==> config.mk <==
export PLATFORM = sky130hd
export DESIGN_NAME = mdu_seq_flat
export DESIGN_NICKNAME = d
export VERILOG_FILES = /design/src/rtl/mdu_seq_if.sv /design/src/rtl/mdu_seq.sv /design/src/flat_wrapper.sv
export SDC_FILE = /design/constraint.sdc
export NUM_CORES = 1
export LEC_CHECK = 0
export ABC_AREA = 1
export CAP_MARGIN = 30
export CORE_MARGIN = 2
export CORE_UTILIZATION = 55
export DETAILED_ROUTE_END_ITERATION = 8
export PLACE_DENSITY = 0.75
export SLEW_MARGIN = 20
export SYNTH_ARGS = -nofsm -noshare
export SYNTH_HDL_FRONTEND = slang
export SYNTH_SLANG_ARGS = --single-unit
==> constraint.sdc <==
create_clock -name clk -period 15.75 [get_ports clk]
set_clock_uncertainty 0.15 [all_clocks]
set_input_delay 1.575 -clock clk [delete_from_list [all_inputs] [get_ports clk]]
set_output_delay 1.575 -clock clk [all_outputs]
set_load 0.01 [all_outputs]
==> src/rtl/mdu_seq_if.sv <==
// EX-stage <-> multiply/divide unit connection: request, flush, stall and HI/LO commit.
interface mdu_seq_if;
  localparam int unsigned XLEN = 32;
  localparam int unsigned FW   = 6;

  logic            start;
  logic [FW-1:0]   funct;
  logic [XLEN-1:0] operand_1;
  logic [XLEN-1:0] operand_2;
  logic            flush;
  logic            stall_request;
  logic            busy;
  logic [XLEN-1:0] hi_write_data;
  logic [XLEN-1:0] lo_write_data;
  logic            hilo_write_en;

  // Pipeline side issues requests and consumes the HI/LO commit.
  modport master (
    output start, funct, operand_1, operand_2, flush,
    input  stall_request, busy, hi_write_data, lo_write_data, hilo_write_en
  );

  // Multiply/divide unit side.
  modport slave (
    input  start, funct, operand_1, operand_2, flush,
    output stall_request, busy, hi_write_data, lo_write_data, hilo_write_en
  );
endinterface

==> src/rtl/mdu_seq.sv <==
// Sequential MIPS multiply/divide unit: 32-step shift-add multiply and
// restoring divide on operand magnitudes, sign fix-up at commit time.
module mdu_seq (
  input  logic     clk,
  input  logic     rst,
  mdu_seq_if.slave mdu
);
  localparam int unsigned XLEN = 32;
  localparam int unsigned CNTW = 6;

  localparam logic [5:0] FUNCT_MULT  = 6'h18;
  localparam logic [5:0] FUNCT_MULTU = 6'h19;
  localparam logic [5:0] FUNCT_DIV   = 6'h1A;
  localparam logic [5:0] FUNCT_DIVU  = 6'h1B;

  localparam logic [CNTW-1:0] LAST_STEP = CNTW'(31);

  typedef enum logic [1:0] {S_IDLE, S_CALC, S_DONE} state_e;

  state_e            state_q, state_d;
  logic [CNTW-1:0]   cnt_q, cnt_d;
  logic              is_mul_q, is_mul_d;
  logic              div_zero_q, div_zero_d;
  logic              neg_res_q, neg_res_d;
  logic              neg_rem_q, neg_rem_d;
  logic [XLEN-1:0]   op_a_q, op_a_d;
  logic [XLEN-1:0]   mcand_q, mcand_d;
  logic [2*XLEN-1:0] acc_q, acc_d;
  logic [XLEN-1:0]   hi_q, hi_d;
  logic [XLEN-1:0]   lo_q, lo_d;

  logic              valid_funct, accept, is_mul_in, is_signed_in;
  logic              a_neg, b_neg;
  logic [XLEN-1:0]   mag_a, mag_b;
  logic [XLEN:0]     mul_sum, div_part, div_diff;
  logic [2*XLEN-1:0] prod_fix;
  logic [XLEN-1:0]   quo_fix, rem_fix, res_hi, res_lo;

  // Request decode and operand magnitudes.
  always_comb begin
    valid_funct  = mdu.funct inside {FUNCT_MULT, FUNCT_MULTU, FUNCT_DIV, FUNCT_DIVU};
    accept       = (state_q == S_IDLE) && mdu.start && valid_funct && !mdu.flush;
    is_mul_in    = (mdu.funct == FUNCT_MULT) || (mdu.funct == FUNCT_MULTU);
    is_signed_in = (mdu.funct == FUNCT_MULT) || (mdu.funct == FUNCT_DIV);
    a_neg        = is_signed_in && mdu.operand_1[XLEN-1];
    b_neg        = is_signed_in && mdu.operand_2[XLEN-1];
    mag_a        = a_neg ? -mdu.operand_1 : mdu.operand_1;
    mag_b        = b_neg ? -mdu.operand_2 : mdu.operand_2;
  end

  // Per-step datapath and sign-corrected final result.
  always_comb begin
    mul_sum  = {1'b0, acc_q[2*XLEN-1:XLEN]} + {1'b0, mcand_q};
    div_part = acc_q[2*XLEN-1:XLEN-1];
    div_diff = div_part - {1'b0, mcand_q};
    prod_fix = neg_res_q ? -acc_q : acc_q;
    quo_fix  = neg_res_q ? -acc_q[XLEN-1:0] : acc_q[XLEN-1:0];
    rem_fix  = neg_rem_q ? -acc_q[2*XLEN-1:XLEN] : acc_q[2*XLEN-1:XLEN];
    if (div_zero_q) begin
      res_hi = op_a_q;
      res_lo = '1;
    end else if (is_mul_q) begin
      res_hi = prod_fix[2*XLEN-1:XLEN];
      res_lo = prod_fix[XLEN-1:0];
    end else begin
      res_hi = rem_fix;
      res_lo = quo_fix;
    end
  end

  // Next-state logic: accept, iterate, commit; flush wins over everything.
  always_comb begin
    state_d    = state_q;
    cnt_d      = cnt_q;
    is_mul_d   = is_mul_q;
    div_zero_d = div_zero_q;
    neg_res_d  = neg_res_q;
    neg_rem_d  = neg_rem_q;
    op_a_d     = op_a_q;
    mcand_d    = mcand_q;
    acc_d      = acc_q;
    hi_d       = hi_q;
    lo_d       = lo_q;
    case (state_q)
      S_IDLE: begin
        if (accept) begin
          state_d    = S_CALC;
          cnt_d      = '0;
          is_mul_d   = is_mul_in;
          div_zero_d = !is_mul_in && (mdu.operand_2 == '0);
          neg_res_d  = a_neg ^ b_neg;
          neg_rem_d  = a_neg;
          op_a_d     = mdu.operand_1;
          mcand_d    = is_mul_in ? mag_a : mag_b;
          acc_d      = {{XLEN{1'b0}}, (is_mul_in ? mag_b : mag_a)};
        end
      end
      S_CALC: begin
        if (mdu.flush) begin
          state_d = S_IDLE;
        end else if (div_zero_q) begin
          state_d = S_DONE;
        end else begin
          if (is_mul_q) begin
            acc_d = acc_q[0] ? {mul_sum, acc_q[XLEN-1:1]} : {1'b0, acc_q[2*XLEN-1:1]};
          end else begin
            acc_d = div_diff[XLEN] ? {div_part[XLEN-1:0], acc_q[XLEN-2:0], 1'b0}
                                   : {div_diff[XLEN-1:0], acc_q[XLEN-2:0], 1'b1};
          end
          if (cnt_q == LAST_STEP) state_d = S_DONE;
          else                    cnt_d   = cnt_q + CNTW'(1);
        end
      end
      S_DONE: begin
        state_d = S_IDLE;
        if (!mdu.flush) begin
          hi_d = res_hi;
          lo_d = res_lo;
        end
      end
      default: state_d = S_IDLE;
    endcase
  end

  // State and datapath registers.
  always_ff @(posedge clk or posedge rst) begin
    if (rst) begin
      state_q    <= S_IDLE;
      cnt_q      <= '0;
      is_mul_q   <= 1'b0;
      div_zero_q <= 1'b0;
      neg_res_q  <= 1'b0;
      neg_rem_q  <= 1'b0;
      op_a_q     <= '0;
      mcand_q    <= '0;
      acc_q      <= '0;
      hi_q       <= '0;
      lo_q       <= '0;
    end else begin
      state_q    <= state_d;
      cnt_q      <= cnt_d;
      is_mul_q   <= is_mul_d;
      div_zero_q <= div_zero_d;
      neg_res_q  <= neg_res_d;
      neg_rem_q  <= neg_rem_d;
      op_a_q     <= op_a_d;
      mcand_q    <= mcand_d;
      acc_q      <= acc_d;
      hi_q       <= hi_d;
      lo_q       <= lo_d;
    end
  end

  // Stall covers the accepting cycle so EX holds its operands until CALC owns them.
  assign mdu.stall_request = !rst && (accept || (state_q == S_CALC));
  assign mdu.busy          = (state_q != S_IDLE);
  assign mdu.hilo_write_en = (state_q == S_DONE) && !mdu.flush;
  assign mdu.hi_write_data = (state_q == S_DONE) ? res_hi : hi_q;
  assign mdu.lo_write_data = (state_q == S_DONE) ? res_lo : lo_q;
endmodule

==> src/flat_wrapper.sv <==
// flat-port wrapper written by rule: the top's interface ports become plain ports
module mdu_seq_flat 
  (clk, rst, mdu_start, mdu_funct, mdu_operand_1, mdu_operand_2, mdu_flush, mdu_stall_request, mdu_busy, mdu_hi_write_data, mdu_lo_write_data, mdu_hilo_write_en);
  mdu_seq_if mdu_i ();
  input  logic clk;
  input  logic rst;
  input wire logic [$bits(mdu_i.start)-1:0] mdu_start;
  input wire logic [$bits(mdu_i.funct)-1:0] mdu_funct;
  input wire logic [$bits(mdu_i.operand_1)-1:0] mdu_operand_1;
  input wire logic [$bits(mdu_i.operand_2)-1:0] mdu_operand_2;
  input wire logic [$bits(mdu_i.flush)-1:0] mdu_flush;
  output wire logic [$bits(mdu_i.stall_request)-1:0] mdu_stall_request;
  output wire logic [$bits(mdu_i.busy)-1:0] mdu_busy;
  output wire logic [$bits(mdu_i.hi_write_data)-1:0] mdu_hi_write_data;
  output wire logic [$bits(mdu_i.lo_write_data)-1:0] mdu_lo_write_data;
  output wire logic [$bits(mdu_i.hilo_write_en)-1:0] mdu_hilo_write_en;
  assign mdu_i.start = mdu_start;
  assign mdu_i.funct = mdu_funct;
  assign mdu_i.operand_1 = mdu_operand_1;
  assign mdu_i.operand_2 = mdu_operand_2;
  assign mdu_i.flush = mdu_flush;
  assign mdu_stall_request = mdu_i.stall_request;
  assign mdu_busy = mdu_i.busy;
  assign mdu_hi_write_data = mdu_i.hi_write_data;
  assign mdu_lo_write_data = mdu_i.lo_write_data;
  assign mdu_hilo_write_en = mdu_i.hilo_write_en;
  mdu_seq u_core (.clk(clk), .rst(rst), .mdu(mdu_i));
endmodule
==> results.tsv <==
metric	value	unit
Clock Power Share	25.9	%
top-count cell post-synth	nand2_1	
FF-to-FF setup slack	11.29	ns
synthesized cell area	19950	um^2
vias	24630	
I/O Buffers	140	
row count	69	
worst slew pin tran	0.9895	ns
Comb power frac	42.0	%
worst skew pair latency	0.56	ns
CTS clk-pin slew, worst paths	0.06	ns
Detailed Routing Iterations Pass 1	7	
share of cells above drive strength 1	3.920	%
initial antenna violation count	2	
htree depth	1	
CTS tree	yes	
area leader, netlist	dfrtp_1	
area of the multi-input gates	12650	um^2
total negative slack	0	ns
Setup crit start kind	flip-flop	
worst path bufs/invs	4	
status	finished clean	
Hold WS	0.3343	ns
pwr/cell area	101.0	nW/um^2
DRC	0	
min Tclk post-route	6.000	ns
Crit. End Element	primary output	
Crit Reg-Reg Startpoint	u_core.acc_q[54]	
PostCTS Resize Cnt	0	
Post-Route WL	87610	um
Global Route Usage Sum	45.28	%
CP Class	reg2out	
final core utilization	62.88	%
CP Max Fanout	73	
Hold Crit Endpoint	u_core.op_a_q[9]	
sequential share of power	32.1	%
Clock Path Buffers	3	
Starting Density	55.96	%
largest net degree at the start of global routing	133	
die width	194.5	um
post-CTS setup buffers	0	
wire per inst	22.01	um
CP Data Required Time	14.03	ns
Top cell by count, worst path	nand2_1	
register area	5105	um^2
Via-to-Cell Ratio	6.187	
initial drt markers	3631	
fin nets	3648	
max cap viols	0	
CTS Buf Count	25	
CP max stage delay	0.75	ns
CP Data Arrival Time	4.27	ns
Avg Inst Size Synth	5.792	um^2
Peak Freq	166.7	MHz
CTS Sinks	204	
hold path depth	2	
Synth Instances	3445	
Final period util	38.09	%
Synth cell types	44	
number of enable flip-flop cells after synthesis	0	
CP top delay family	buffers and inverters	
YS warnings	0	
fill cell count	3445	
Static Leak	11.69	nW
Slew Viols, Final	0	
endpoints failing hold	0	
switching part of the total	45.25	%
# IOs	141	
global-route wire length before repair	132300	um
Die ar.	37820	um^2
Reg2Reg Capture Point	u_core.acc_q[49]	
DPL Wire Length	67600	um
Core ar.	35660	um^2
Slew HR	33.87	%
area delta synth->final	12.35	%
hold path start	u_core.op_a_q[9]	
vias in the first global route	22596	
Max IR drop VDD	85.66	uV
slowest CP cell	buf_4	
Synth top area share	25.58	%
CP Cell Sequence	buf_4 -> inv_2 -> buf_4 -> o21ai_0 -> a21oi_1 -> nor2_1 -> nand2_1 -> nand2_1 -> nand3_1 -> nand3_1 -> nand2_1 -> clkdlybuf4s50_1	
final-report setup violation count	0	
gr ovfl total	0	
die height	194.5	um
largest cells by area after synthesis	dfrtp_1 26%, nand2_1 21%, nand3_1 11%	
Root Driver	clkbuf_16	
asr flop ratio synth	100.0	%
Int Power	1.240	mW
n_diodes	0	
FF+latch count, synth	204	
Final ANT Viol Nets	0	
Synth Net Count	3590	
r2r worst-path depth	15	
NetSw	1.025	mW
RSZ-0062 raised after global routing	false	
synth cell count leaders	1,138 x nand2_1, 438 x inv_1, 427 x nand3_1	
Hold Buf Count CTS	0	
routability cong.	1.080	
Synth Flop Type	dfrtp_1	
sequential element share of the synthesized area	25.58	%
Tightest Hold Check Type	reg2reg	
[state kept, by name, summed over array words and instances (netlist names)]
register           flops
u_core.is_mul_q        1
u_core.neg_rem_q       1
u_core.op_a_q         32
u_core.acc_q          64
u_core.hi_q           32
u_core.div_zero_q      1
u_core.lo_q           32
u_core.neg_res_q       1
u_core.mcand_q        32
u_core.cnt_q           6
u_core.state_q         2
[area by class of cell]
class | instances | share of cell area, %
inverters | 448 | 7.534
repair buffers | 159 | 7.155
clock buffers | 32 | 2.952
clock inverters | 12 | 0.6027
flip-flops and latches | 204 | 22.77
well taps | 461 | 2.573
multi-input cells | 2665 | 56.41
[layout by cell type (no fill, tap or decap), drive strengths merged, types with 18 or more instances in the layout]
cell and instances:
clkdlybuf4s50 140, nor2 311, nand4 38, inv 448
dfrtp 204, nand2 1146, xor2 37, ha 69
nand3b 18, o211ai 20, o21ai 255, buf 19
nor3 28, or2 46, nand3 428, a21oi 200
clkbuf 32
[metrics by stage]
| stage | worst slack, ns | power (mW) | cell area [um^2] | std cells |
|---|---|---|---|---|
| global route | 9.545 | 2.352 | 22420 | 3981 |
| floorplan | 8.458 | 1.248 | 19950 | 3445 |
| finish | 9.750 | 2.265 | 22420 | 3981 |
| CTS | 9.911 | 2.205 | 22340 | 3978 |
| detailed placement | 10.03 | 1.624 | 21540 | 3934 |
| global placement | 10.15 | 1.604 | 21540 | 3934 |
[power by group through the flow]
stage | Combinational (mW) | Sequential [mW] | Clock [mW]
floorplan | 0.579 | 0.669 | 0
global placement | 0.889 | 0.715 | 0
detailed placement | 0.905 | 0.720 | 0
CTS | 0.911 | 0.711 | 0.583
global route | 1.03 | 0.726 | 0.600
finish | 0.952 | 0.727 | 0.587
[metal layers]
metal / GRT usage [%] / vias to the layer above / wire length (um)
li1: - / 11195 / -
met1: 61.19 / 11276 / 33840
met5: 0 / - / 42
met3: 13.27 / 341 / 13000
met4: 23.99 / 6 / 5625
met2: 65.15 / 1812 / 35100
[worst max path at each step]
stage	end	startpoint	cells after the start	slack [ns]
2_1_floorplan	u_core.acc_q[0]	rst	1	8.46
3_3_place_gp	u_core.acc_q[31]	mdu_flush	13	10.15
3_5_place_dp	u_core.acc_q[31]	mdu_flush	13	10.03
4_1_cts	mdu_hilo_write_en	u_core.state_q[0]	6	9.91
5_1_grt	mdu_hi_write_data[23]	u_core.is_mul_q	12	9.54
6_report	mdu_hi_write_data[23]	u_core.is_mul_q	12	9.75
[cell families after synthesis]
kind of cell / Yosys count / share of synthesized area [%]
buffers and inverters: 576 / 11.11
adders and majority gates: 71 / 4.527
xor gates and xnor gates: 45 / 1.975
and+or+nand+nor: 2028 / 42.88
AOI/OAI and AO/OA: 521 / 13.92
DFF: 204 / 25.58
[tightest hold or removal path, cell delays in order, from the launching register on]
cell and delay [ns]:
dfrtp_1 0.34, nand2_1 0.05, o21ai_0 0.06
Note: power is estimated with default switching activity, not from simulation.
